--- src/rtl/matrix_ctrl_pkg.sv ---
// Shared definitions for the matrix load controller.
//   state_e        - controller FSM states
//   DEF_DATA_W     - default element width
//   DEF_DEPTH      - default number of elements per matrix
package matrix_ctrl_pkg;

    localparam int DEF_DATA_W = 16;
    localparam int DEF_DEPTH  = 16;

    typedef enum logic [1:0] {
        ST_IDLE  = 2'd0,
        ST_LOAD  = 2'd1,
        ST_DRAIN = 2'd2,
        ST_DONE  = 2'd3
    } state_e;

endpackage

--- src/rtl/matrix_buf.sv ---
// Element storage for one matrix: DEPTH x DATA_W register file.
//   clk      - clock
//   wr_en    - write strobe, captured on the rising edge
//   wr_addr  - write address
//   wr_data  - write data
//   rd_addr  - read address
//   rd_data  - combinational read data (mem[rd_addr])
// Storage has no reset; contents are only meaningful after a full load.
module matrix_buf
    import matrix_ctrl_pkg::*;
#(
    parameter int  DATA_W = DEF_DATA_W,
    parameter int  DEPTH  = DEF_DEPTH,
    localparam int IDX_W  = $clog2(DEPTH)
) (
    input  logic              clk,
    input  logic              wr_en,
    input  logic [IDX_W-1:0]  wr_addr,
    input  logic [DATA_W-1:0] wr_data,
    input  logic [IDX_W-1:0]  rd_addr,
    output logic [DATA_W-1:0] rd_data
);

    logic [DATA_W-1:0] mem_q [DEPTH];

    always_ff @(posedge clk) begin
        if (wr_en) begin
            mem_q[wr_addr] <= wr_data;
        end
    end

    assign rd_data = mem_q[rd_addr];

endmodule

--- src/rtl/matrix_load_ctrl.sv ---
// Matrix load/drain controller: collects DEPTH elements from the load
// handshake into a buffer, then streams them out in index order.
//   clk, rst_n            - clock, asynchronous active-low reset
//   start, abort          - begin a sequence (from IDLE) / cancel any sequence
//   in_valid/in_data/in_ready          - element load handshake
//   out_valid/out_data/out_idx/out_ready - element stream toward the datapath
//   busy                  - high while loading or draining
//   done                  - one-cycle completion pulse
//   load_count            - elements stored in the current sequence
module matrix_load_ctrl
    import matrix_ctrl_pkg::*;
#(
    parameter int  DATA_W = DEF_DATA_W,
    parameter int  DEPTH  = DEF_DEPTH,
    localparam int IDX_W  = $clog2(DEPTH)
) (
    input  logic              clk,
    input  logic              rst_n,
    input  logic              start,
    input  logic              abort,
    input  logic              in_valid,
    input  logic [DATA_W-1:0] in_data,
    output logic              in_ready,
    output logic              out_valid,
    output logic [DATA_W-1:0] out_data,
    output logic [IDX_W-1:0]  out_idx,
    input  logic              out_ready,
    output logic              busy,
    output logic              done,
    output logic [IDX_W:0]    load_count
);

    localparam logic [IDX_W-1:0] LAST_IDX = IDX_W'(DEPTH - 1);

    state_e           state_q, state_d;
    logic [IDX_W-1:0] wr_ptr_q, wr_ptr_d;
    logic [IDX_W-1:0] rd_ptr_q, rd_ptr_d;
    logic [IDX_W:0]   load_count_q, load_count_d;
    logic             buf_we;

    always_ff @(posedge clk or negedge rst_n) begin
        if (!rst_n) begin
            state_q      <= ST_IDLE;
            wr_ptr_q     <= '0;
            rd_ptr_q     <= '0;
            load_count_q <= '0;
        end else begin
            state_q      <= state_d;
            wr_ptr_q     <= wr_ptr_d;
            rd_ptr_q     <= rd_ptr_d;
            load_count_q <= load_count_d;
        end
    end

    always_comb begin
        state_d      = state_q;
        wr_ptr_d     = wr_ptr_q;
        rd_ptr_d     = rd_ptr_q;
        load_count_d = load_count_q;
        buf_we       = 1'b0;

        unique case (state_q)
            ST_IDLE: begin
                if (start) begin
                    state_d      = ST_LOAD;
                    wr_ptr_d     = '0;
                    rd_ptr_d     = '0;
                    load_count_d = '0;
                end
            end
            ST_LOAD: begin
                // in_ready is unconditionally high here, so in_valid alone
                // marks a transfer.
                if (in_valid) begin
                    buf_we       = 1'b1;
                    wr_ptr_d     = wr_ptr_q + 1'b1;
                    load_count_d = load_count_q + 1'b1;
                    if (wr_ptr_q == LAST_IDX) begin
                        state_d = ST_DRAIN;
                    end
                end
            end
            ST_DRAIN: begin
                if (out_ready) begin
                    rd_ptr_d = rd_ptr_q + 1'b1;
                    if (rd_ptr_q == LAST_IDX) begin
                        state_d = ST_DONE;
                    end
                end
            end
            ST_DONE: begin
                state_d = ST_IDLE;
            end
            default: begin
                state_d = ST_IDLE;
            end
        endcase

        // Abort overrides everything, including a same-cycle load handshake
        // (the element is dropped, the buffer is left untouched).
        if (abort) begin
            state_d      = ST_IDLE;
            wr_ptr_d     = '0;
            rd_ptr_d     = '0;
            load_count_d = '0;
            buf_we       = 1'b0;
        end
    end

    assign in_ready   = (state_q == ST_LOAD);
    assign out_valid  = (state_q == ST_DRAIN);
    assign busy       = (state_q == ST_LOAD) || (state_q == ST_DRAIN);
    assign done       = (state_q == ST_DONE);
    assign out_idx    = rd_ptr_q;
    assign load_count = load_count_q;

    matrix_buf #(
        .DATA_W (DATA_W),
        .DEPTH  (DEPTH)
    ) u_buf (
        .clk     (clk),
        .wr_en   (buf_we),
        .wr_addr (wr_ptr_q),
        .wr_data (in_data),
        .rd_addr (rd_ptr_q),
        .rd_data (out_data)
    );

endmodule
--- config.mk ---
export PLATFORM = sky130hd
export DESIGN_NAME = matrix_load_ctrl
export DESIGN_NICKNAME = d
export VERILOG_FILES = /design/src/rtl/matrix_ctrl_pkg.sv /design/src/rtl/matrix_buf.sv /design/src/rtl/matrix_load_ctrl.sv
export SDC_FILE = /design/constraint.sdc
export NUM_CORES = 1
export LEC_CHECK = 0
export BUFFER_PORTS_ARGS = -buffer_cell sky130_fd_sc_hd__buf_2
export CAP_MARGIN = 20
export CELL_PAD_IN_SITES_DETAIL_PLACEMENT = 1
export CELL_PAD_IN_SITES_GLOBAL_PLACEMENT = 1
export CORE_MARGIN = 10
export CORE_UTILIZATION = 30
export CTS_CLUSTER_DIAMETER = 100
export CTS_CLUSTER_SIZE = 25
export DETAILED_ROUTE_END_ITERATION = 7
export HOLD_SLACK_MARGIN = 0.08
export PLACE_DENSITY = 0.51
export SLEW_MARGIN = 20
export SYNTH_ARGS = -nofsm -noshare
export SYNTH_HDL_FRONTEND = slang
export SYNTH_SLANG_ARGS = --single-unit
export TNS_END_PERCENT = 100
--- constraint.sdc ---
create_clock -name clk -period 3.7 [get_ports clk]
set_input_delay 0 -clock clk [delete_from_list [all_inputs] [get_ports clk]]
set_output_delay 0 -clock clk [all_outputs]
set_load 0.05 [all_outputs]
# Yosys cells after proc, flatten, opt, wreduce, memory -nomap -nowiden
# Memories as Yosys holds them, arrays and structs flattened.
# Index checks and enable logic that the tools add are counted.
dict set report totals {
  reg_bits 15
  ramBits 256
  input_bits 22
  out_inout_bits 29
  elab_cells 48
  memories 1
}
dict set report op_classes {
  add_sub_neg 3
  eq_ne 10
  mux 23
  reduce_logical 7
}
# name words width read_ports rd_clocked_by_memory_dff wr line_no
set mem_list {}
lappend mem_list {u_buf.mem_q 16 16 1 0 1 matrix_buf.sv:24} ;# logic [DATA_W-1:0] mem_q [DEPTH];
# op count
set op_table {}
lappend op_table {{$mux 4} 5}
lappend op_table {{$pmux 4 s2} 2}
lappend op_table {{$mux 5} 3}
lappend op_table {{$mux 2} 6}
lappend op_table {{$pmux 5 s2} 1}
lappend op_table {{$ne 3x2->1 const B} 3}
lappend op_table {{$add 4x1->4 const B} 2}
lappend op_table {{$eq 4x4->1 const B} 2}
lappend op_table {{$pmux 2 s4} 1}
lappend op_table {{$ne 3x3->1 const B} 2}
lappend op_table {{$reduce_and 3->1} 2}
lappend op_table {{$reduce_bool 3->1} 2}
lappend op_table {{$add 5x1->5 const B} 1}
lappend op_table {{$mux 1} 5}
lappend op_table {{$reduce_and 5->1} 1}
lappend op_table {{$eq 2x2->1 const B} 2}
lappend op_table {{$eq 2x1->1 const B} 1}
lappend op_table {{$logic_not 2->1} 1}
lappend op_table {{$logic_or 1x1->1} 1}

# Depth between registers and ports, before layout
dict set report logic_depth {
  depth_word 5
  depth_mapped 7
  depth_no_buf 6
}

# Cells and area by module
# Synthesis repeated with hierarchy kept, for this count alone.
dict set report hier_totals {
  cells_unflattened 519
  area_unflattened_um2 10677.7
}
# module n_inst cells_per_inst area_per_inst_um2 seq_area_each_um2
set modules_own_cells {}
lappend modules_own_cells {matrix_buf 1 416 9723.1 7687.4}
lappend modules_own_cells {matrix_load_ctrl 1 103 954.7 375.4}

# Worst setup path after synthesis
# OpenSTA, ideal clock, no wires.
dict set report synth_timing {
  path_type {register -> register}
  from {register state_q[1]}
  to {memory u_buf.mem_q[3][0] (netlist bit), enable pin}
  setup_time_ns 0.409
  arrival_ns 2.554
  required_ns 3.291
  setup_slack_ns 0.736
  path_stages_with_launch 6
  path_buffers 0
  synth_period_minus_slack_ns 2.964
  path_cell_list {dfrtp_1 inv_1 ha_1 and3_1 nand2_1 nor3_1}
}
dict set report synth_between {
  elab_chain_len 5
}
# item line_no
set synth_rtl {}
lappend synth_rtl {{from (decl)} matrix_load_ctrl.sv:35} ;# state_e state_q, state_d;
lappend synth_rtl {{from (signal assigned)} matrix_load_ctrl.sv:48} ;# state_q <= state_d;
lappend synth_rtl {{$eq 2x1->1} --}
lappend synth_rtl {{named net in_ready} matrix_load_ctrl.sv:23} ;# output logic in_ready,
lappend synth_rtl {{$mux 1} matrix_load_ctrl.sv:62} ;# unique case (state_q)
lappend synth_rtl {{$mux 1} matrix_load_ctrl.sv:101} ;# if (abort) begin
lappend synth_rtl {{$mux 1} matrix_buf.sv:27} ;# if (wr_en) begin
lappend synth_rtl {{$mux 1 (implied by the code)} matrix_buf.sv:28} ;# mem_q[wr_addr] <= wr_data;
lappend synth_rtl {{to (decl)} matrix_buf.sv:24}
# The timed path passes the listed nets, and every way through them passes these cells.

# Worst setup path in the final report
dict set report layout_timing {
  from {register rd_ptr_q[0] (netlist: out_idx[0])}
  to {output port out_data[10]}
}
dict set report layout_between {
  elab_chain_len 1
}
# item line_no
set layout_rtl {}
lappend layout_rtl {{from (decl)} matrix_load_ctrl.sv:37} ;# logic [IDX_W-1:0] rd_ptr_q, rd_ptr_d;
lappend layout_rtl {{from (signal assigned)} matrix_load_ctrl.sv:50} ;# rd_ptr_q <= rd_ptr_d;
lappend layout_rtl {{$mem_v2 16x16} --}
lappend layout_rtl {{to (decl)} matrix_load_ctrl.sv:25} ;# output logic [DATA_W-1:0] out_data,
# No other way between the ends.

==> results.txt <==
Status - finished clean
Synth area leader - edfxtp_1
DRC Markers - 0
Clock Sinks - 271
FP Rows - 68
CP max stage delay - 730 ps
CTS max path bufs - 3
CP cell instances - buf_4 -> mux4_2 -> o22ai_1 -> nor2_1 -> buf_2
Initial antenna violation count - 0
CTS tree - done
Inst Count DP - 1,021
Relative slew slack - 29.2%
Area contributors post-synth - edfxtp_1 72%, mux4_2 14%, dfrtp_1 3.5%, o22ai_1 1.9%, ha_1 1.5%
Layout cells sized above 1 - 28.4%
Critical path depth - 5
Crit path max fanout - 16
H-tree depth - 1
CP Launch Type - flip-flop
Slew of the pin with the lowest slew margin - 1060 ps
Final Hold Fails - 0
Initial drt markers - 303
Max IR drop VDD - 237 uV
CP top delay family - flip-flops
Synth Instances - 523
Cts bufs inserted - 15
Max-cap violations - 0
RSZ-0062 raised after global routing - no
Gr usage total - 12.3%
# IOs - 51
Total congestion overflow - 0
CP max-delay cell - dfrtp_2
Largest net degree at the start of global routing - 37
Die H - 208 um
NumNets Final - 641
Async set-or-reset flop fraction in the synthesized netlist - 5.54%
Post-cts resize count - 0
Avg Cell Area, Syn - 20.3 um2
Worst-Skew Late Latency - 500 ps
Final instance area - 12,200 um2
Cell Count, Final, Fillers Out - 1,067
Final period util - 80.2%
Synth warnings - 0
Number of global-route vias before repair - 6,031
# setup viols final - 0
Critical path class - reg2out
R2R depth - 7
Count leader, synth - edfxtp_1
Setup Skew - 22.1 ps
Post-detail-place hpwl - 17,500 um
CP Data Required Time - 3700 ps
Number of synthesized flops with an enable pin - 256
Synth Net Count - 558
Synth top area share - 72.4%
Core footprint - 34,700 um2
Synthesized cell area - 10,600 um2
1st-pass router iterations - 4
Crit. End Element - primary output
Placed inst area - 11,500 um2
Via count - 5,307
Minimum clock period - 2970 ps
Most used DFF post-synth - edfxtp_1
Top cells by count, synth - 256 x edfxtp_1, 64 x mux4_2, 32 x nor2_1, 32 x o22ai_1, 19 x nand2_1
Seq/Total Area, Yosys - 75.9%
Flops & latches, synth - 271
Initial Util - 30.6%
WP buf/inv - 2
Area Overhead vs Synth - 14.6%
Worst path arrival time - 2970 ps
Hold Crit Class - in2reg
Netlist cell types - 29
Clock slew at reported path FFs - 100 ps
First-pass GRT wire length - 41,000 um
Pleak - 3.81 nW
Setup TNS Final - 0 ps
F_max - 0.337 GHz
Cell area power density - 473 nW/um2
Die area - 43,300 um2
GP Congestion - 0.761
Port bufs - 50
Die width - 208 um
Routed WL per cell - 25.2 um
Post-route ant nets - 0
Detailed-route wire length - 26,900 um
Vias per std cell - 4.97
R2R setup slack - 1030 ps
Hold Path Depth - 5
N_diodes - 0
Count of pins over their slew limit - 0
Root buf cell - clkbuf_16
per-layer routing:
metal,wire (um),global-route usage (%)
met1,12500,16.9
met2,13000,20.3
met3,1020,2.08
met4,389,2.34
met5,0,0
cell families after synthesis:
logic type / Yosys count / share of synthesized area, %
multiplexers: 65 / 13.7
buffers and inverters: 31 / 1.76
AO/OA/AOI/OAI: 52 / 3.05
flip-flops: 271 / 75.9
adder cells (fa/ha/maj): 13 / 1.53
AND/OR/NAND/NOR: 91 / 4.06
power breakdown:
group / internal, mW / leakage (nW) / switching [mW] / total [mW]
sequential: 3.38 / 2.50 / 0.0354 / 3.42
clock: 0.799 / 0.217 / 0.990 / 1.79
combinational: 0.171 / 1.09 / 0.384 / 0.555
flip-flops by register name, indices dropped and copies added, names as in the netlist:
name and count:
out_idx 4, state_q 2, u_buf.mem_q 256, wr_ptr_q 4, load_count 5
final timing paths:
check | from | endpoint
setup / recovery | out_idx[0]$_DFFE_PN0P_ | out_data[10]
hold reg to reg | load_count[0]$_DFFE_PN0P_ | load_count[0]$_DFFE_PN0P_
max in group asynchronous | rst_n | out_idx[1]$_DFFE_PN0P_
min in group asynchronous | rst_n | wr_ptr_q[1]$_DFFE_PN0P_
setup reg to reg | state_q[1]$_DFFE_PN0P_ | out_idx[0]$_DFFE_PN0P_
hold / removal | in_valid | state_q[0]$_DFFE_PN0P_
timing repair:
| item | 4_1_cts | 5_1_grt |
|---|---|---|
| endpoints found under the hold margin | 281 | 0 |
| setup buffers | 0 | 0 |
| hold buffers | 23 | 0 |
| endpoints found under the setup margin | 0 | 0 |
stage by stage:
stage | total power, mW | setup WS [ps] | hold WS, ps | utilization, %
floorplan | 3.84 | 736 | -296 | -
detailed placement | 4.03 | 1190 | -55.3 | 33.1
global route | 6.02 | 535 | 152 | 35.1
global placement | 4.02 | 1100 | -66.7 | 33.1
finish | 5.76 | 734 | 114 | 35.1
CTS | 5.84 | 630 | 96.8 | 35.1
placed cells by master (no fill, tap or decap), types with 12 or more instances in the layout:
cell           Yosys  routed
nor2_1            32      20
nand2_1           19      19
buf_4              6      17
clkbuf_16          0      15
edfxtp_1         256     256
nand3_1           13      13
dfrtp_1           15      12
ha_1              13      13
o22ai_1           32      32
buf_2              8      50
o21ai_0           14      14
dlygate4sd3_1      0      23
mux4_2            64      64
worst reg2reg max path, stage by stage, from the launching register on:
cell	delay, ps
dfrtp_1	460
inv_1	170
ha_1	220
mux2_2	370
nand4_1	90
dlygate4sd3_1	600
o21ai_0	90
dlygate4sd3_1	580
layout make-up:
class / count / area, um2
Clock inverter: 3 / 40.0
Sequential cell: 271 / 8070
Timing Repair Buffer: 91 / 628
Clock buffer: 20 / 404
Fill cell: 3417 / 22500
Inverter: 6 / 22.5
Multi-Input combinational cell: 221 / 2440
Tap cell: 455 / 569
No activity file was read; power rests on OpenSTA's default activity.
